`src/rtl/gate_sweep_ctrl.sv`:
```
// gate_sweep_ctrl: walks every WIDTH-bit vector through an inverter bank,
// waits SETTLE cycles per vector, then compares the bank output against the
// bitwise complement of the stimulus. It reports a saturating mismatch count,
// the first failing vector and a pass flag at the end of the sweep.
module gate_sweep_ctrl #(
  parameter int WIDTH  = 4,
  parameter int SETTLE = 2
) (
  input  logic             clk,
  input  logic             rst,
  input  logic             start,
  input  logic             abort,
  input  logic [WIDTH-1:0] gut_out,
  output logic [WIDTH-1:0] gut_in,
  output logic             busy,
  output logic             done,
  output logic             pass,
  output logic [7:0]       err_count,
  output logic [WIDTH-1:0] first_fail
);

  typedef enum logic [1:0] {
    ST_IDLE   = 2'd0,
    ST_SETTLE = 2'd1,
    ST_CHECK  = 2'd2,
    ST_FINISH = 2'd3
  } state_t;

  // Last settle count before moving on to the compare cycle.
  localparam logic [3:0] SETTLE_LAST = 4'(SETTLE - 1);

  state_t     state;
  logic [3:0] settle_cnt;

  logic       mismatch;
  logic [7:0] err_inc;
  logic [7:0] err_after;

  // Case-equality makes any X/Z bit on the bank output count as a mismatch;
  // the increment saturates at 255.
  always_comb begin
    mismatch  = (gut_out === ~gut_in) ? 1'b0 : 1'b1;
    err_inc   = (err_count == 8'hFF) ? err_count : err_count + 8'd1;
    err_after = mismatch ? err_inc : err_count;
  end

  // Sweep sequencer: all outputs are registered and updated on state transitions.
  always_ff @(posedge clk or posedge rst) begin
    if (rst) begin
      state      <= ST_IDLE;
      gut_in     <= '0;
      settle_cnt <= '0;
      busy       <= 1'b0;
      done       <= 1'b0;
      pass       <= 1'b0;
      err_count  <= '0;
      first_fail <= '0;
    end else begin
      case (state)
        ST_IDLE: begin
          if (start) begin
            gut_in     <= '0;
            settle_cnt <= '0;
            err_count  <= '0;
            first_fail <= '0;
            busy       <= 1'b1;
            state      <= ST_SETTLE;
          end
        end

        ST_SETTLE: begin
          if (abort) begin
            busy  <= 1'b0;
            state <= ST_IDLE;
          end else begin
            settle_cnt <= settle_cnt + 4'd1;
            if (settle_cnt == SETTLE_LAST) begin
              state <= ST_CHECK;
            end
          end
        end

        ST_CHECK: begin
          if (abort) begin
            busy  <= 1'b0;
            state <= ST_IDLE;
          end else begin
            if (mismatch) begin
              err_count <= err_inc;
              if (err_count == 8'd0) begin
                first_fail <= gut_in;
              end
            end
            if (gut_in != {WIDTH{1'b1}}) begin
              gut_in     <= gut_in + 1'b1;
              settle_cnt <= '0;
              state      <= ST_SETTLE;
            end else begin
              // The result and done pulse appear together in the FINISH cycle.
              done  <= 1'b1;
              busy  <= 1'b0;
              pass  <= (err_after == 8'd0);
              state <= ST_FINISH;
            end
          end
        end

        ST_FINISH: begin
          done  <= 1'b0;
          state <= ST_IDLE;
        end

        default: begin
          state <= ST_IDLE;
        end
      endcase
    end
  end

endmodule

```
`config.mk`:
```
export PLATFORM = sky130hd
export DESIGN_NAME = gate_sweep_ctrl
export DESIGN_NICKNAME = d
export VERILOG_FILES = /design/src/rtl/gate_sweep_ctrl.sv
export SDC_FILE = /design/constraint.sdc
export NUM_CORES = 1
export LEC_CHECK = 0
export ABC_AREA = 1
export BUFFER_PORTS_ARGS = -buffer_cell sky130_fd_sc_hd__buf_2
export CORE_MARGIN = 2
export CORE_UTILIZATION = 35
export CTS_CLUSTER_DIAMETER = 150
export DETAILED_ROUTE_END_ITERATION = 10
export GPL_TIMING_DRIVEN = 0
export PLACE_DENSITY = 0.57
export SETUP_SLACK_MARGIN = 0.4
export SLEW_MARGIN = 15
export SYNTH_ARGS = -nofsm -noshare
export SYNTH_HDL_FRONTEND = slang
export SYNTH_SLANG_ARGS = --single-unit
```
`constraint.sdc`:
```
create_clock -name clk -period 2 [get_ports clk]
set_clock_uncertainty 0.1 [all_clocks]
set_input_delay 0.1 -clock clk [delete_from_list [all_inputs] [get_ports clk]]
set_output_delay 0.1 -clock clk [all_outputs]
set_load 0.1 [all_outputs]
```
==> results.toml <==
[routing]
drtAntennaViolNets = 0
wire_per_inst_um = 12.4
wl_mm = 4.52
firstDrtPassIters = 5
drc = 0
vias = 1757
dr.first_iter.drc_count = 106
vias_per_cell = 4.81

[critical_path]
critical_path.slowest_cell = "dfrtp_4"
cp-end-kind = "register"
crit_buf_inv = 1
crit_path_max_fanout = 7
ff2ff_setup_slack_ns = 0.31
critical_path.top_delay_family = "simple AND/OR/NAND/NOR gates"
critPathKind = "register to register"
crit_top_cell = "nand2_1"
crit_chain = "ha_4, nand2_4, nor2_4, nand2_4, buf_4, nand3_2, nand2_1, nand2_1, nor2_1, nand3_1, nand2_1"
cp_slowest_stage_delay_ns = 0.52
critPathArrivalTime_ns = 1.81
cp.required_ns = 2.11
worst_setup_path_start_kind = "register"

[yosys]
synthTopCellsByArea = "dfrtp_1 36%, nand2_1 15%, ha_1 7.2%"
syn_area_sq_mm = 0.00173
synth.distinct_cells = 27
syn-num-nets = 253
ys_warn_count = 0
syn_inst = 235
yosysTopAreaCell = "dfrtp_1"
synth.avg_cell_area_sq_um = 7.38
ys_seq_area_share_pct = 36.1
synth_top_cell_area_share_pct = 36.1
synth-seq-cells = 25

[die]
core_sq_mm = 0.00475
die_w_um = 74.4
io_pins = 27
initial_utilization_pct = 36.5
die_y_um = 74.4
fp.dieArea_sq_mm = 0.00553
placementRows = 25

[finish]
final_cell_count_no_fill = 365
area_growth_pct = 47.3
drive_above_1_share_pct = 50.7
multiInputGateArea_sq_mm = 0.00119
ff_latch_area_sq_um = 662
finish.instance_area_sq_mm = 0.00255
antennaDiodeCount = 0
fillers = 468
nets = 317

[global_route]
grt_util_all_layers_pct = 17.2
grt_pass1_wl_mm = 7.38
grt_overflow_total = 0
grt_max_degree = 26
grt_pass1_vias = 1629
antenna_found_initial = 0

[status]
violations = "hold timing"
status = "complete, but fails checks"

[timing]
min_period_over_period_pct = 84.6
maxSlewViolCount = 0
fin_hold_ws_ns = -0.0540
tightest_slew_ns = 0.990
setup_viol = 0
slew-limit-headroom_pct = 33.9
fmaxAchievable_ghz = 0.591
hold_viol = 25
rsz0062_at_grt = "yes"
min_period_ns = 1.69

[hold_path]
holdCritPathClass = "input pin to asynchronous set/reset pin"

[cts]
clk_pin_slew_ns = 0.09
ctsHoldBuffers = 0
htreeDepth = 1
insertion_delay_ns = 0.27
cts_tree = "yes"
clk_root_buffer_cell = "clkbuf_8"
cts_buffer_depth = 2
cts_sinks = 25
cts_buffers = 3

[placement]
dp_hpwl_mm = 2.89
placed_area_sq_mm = 0.00205
dp.cells = 328
place.gp.congestion = 0.861
port_buffers = 26

[power]
power.density_mw_per_mm2 = 1080
ir_worst_vdd_mv = 0.880
power.leakage_nw = 1.26

[job]
drv_cap = 0
-- path summary, 6_finish.rpt --
check                                          start  depth (start not counted)                         to
setup / recovery            err_count[1]$_DFFE_PP0P_                         11           pass$_DFFE_PP0P_
hold / removal                                   rst                          2  settle_cnt[1]$_DFFE_PP0P_
setup reg to reg            err_count[1]$_DFFE_PP0P_                         11           pass$_DFFE_PP0P_
hold reg to reg            first_fail[2]$_DFFE_PP0P_                          2  first_fail[2]$_DFFE_PP0P_
max in group asynchronous                        rst                          2      gut_in[3]$_DFFE_PP0P_
min in group clk                               abort                          4           done$_DFFE_PP0P_
-- final cells by class --
class,instances,share of cell area (%)
multi-input combinational,173,46.6
timing repair buffer,58,15.8
inverter,38,6.61
clock buffer,4,1.76
tap,67,3.28
sequential,25,25.9
-- sequential cells by signal, summed over array words and instances (netlist names) --
name and cells:
err_count 8, first_fail 4, gut_in 4, settle_cnt 4
state 2, busy 1, done 1, pass 1
-- per-layer routing --
metal,global-route usage (%),part of all wire (%),wire [um]
met5,0,0,0
met4,4.96,0.89,40
met3,1.90,3.1,139
met2,28.1,49,2220
met1,24.1,47,2120
-- power breakdown --
part | total (W) | internal, W | switching [W]
logic | 0.00173 | 0.000644 | 0.00109
clock network | 0.000310 | 0.000143 | 0.000167
registers | 0.000706 | 0.000603 | 0.000103
-- logic make-up (layout without fill, tap and decap cells) --
family | count (synthesis) | count (layout) | share of synthesized area (%)
mux | 1 | 1 | 0.577
simple gates | 125 | 126 | 34.2
xor+xnor | 5 | 5 | 2.53
compound gates | 31 | 31 | 10.9
fa+ha+maj | 10 | 10 | 7.22
buf+inv | 38 | 100 | 8.51
flops | 25 | 25 | 36.1
-- synthesized netlist by cell type --
cell type / number
nand2_1: 71
inv_1: 32
dfrtp_1: 25
nand3_1: 20
nor2_1: 14
o21ai_0: 14
ha_1: 10
nand2_2: 7
o22ai_1: 6
inv_2: 5
nor2_4: 5
xor2_1: 4
nor2_2: 3
o31ai_1: 3
a21oi_1: 2
nand4_1: 2
o21ai_2: 2
a21oi_2: 1
a31oi_1: 1
clkinv_4: 1
mux2i_1: 1
nand2_4: 1
nor3_2: 1
nor4_4: 1
o2111ai_1: 1
o21bai_1: 1
xnor2_1: 1
-- layout by cell type, fill, tap and decap left out, drive strengths merged --
master	netlist	final
buf	0	58
ha	10	10
o31ai	3	3
o2111ai	1	1
o21bai	1	1
o22ai	6	6
a21oi	3	3
nand3	20	20
o21ai	16	16
nor2	22	22
nor4	1	1
dfrtp	25	25
nor3	1	1
mux2i	1	1
clkbuf	0	4
xor2	4	4
xnor2	1	1
inv	37	37
a31oi	1	1
nand4	2	2
clkinvlp	0	1
nand2	79	80
-- through the flow --
step	utilization [%]	total power, W	setup WS, ns	setup TNS (ns)
finish	53.7	0.00275	0.308	0
global route	53.7	0.00291	0.209	0
CTS	50.2	0.00257	0.373	0
detailed placement	43.2	0.00188	-0.0236	-0.0499
global placement	43.2	0.00187	-0.00455	-0.00897
floorplan	-	0.00165	0.227	0
-- timing repair --
item,CTS,global route
cloned,1,0
pin swaps,21,12
gates resized for setup,25,36
buffers inserted,25,7
hold endpoints to repair,0,0
setup endpoints to repair,22,23
No activity file was read; power rests on OpenSTA's default activity.
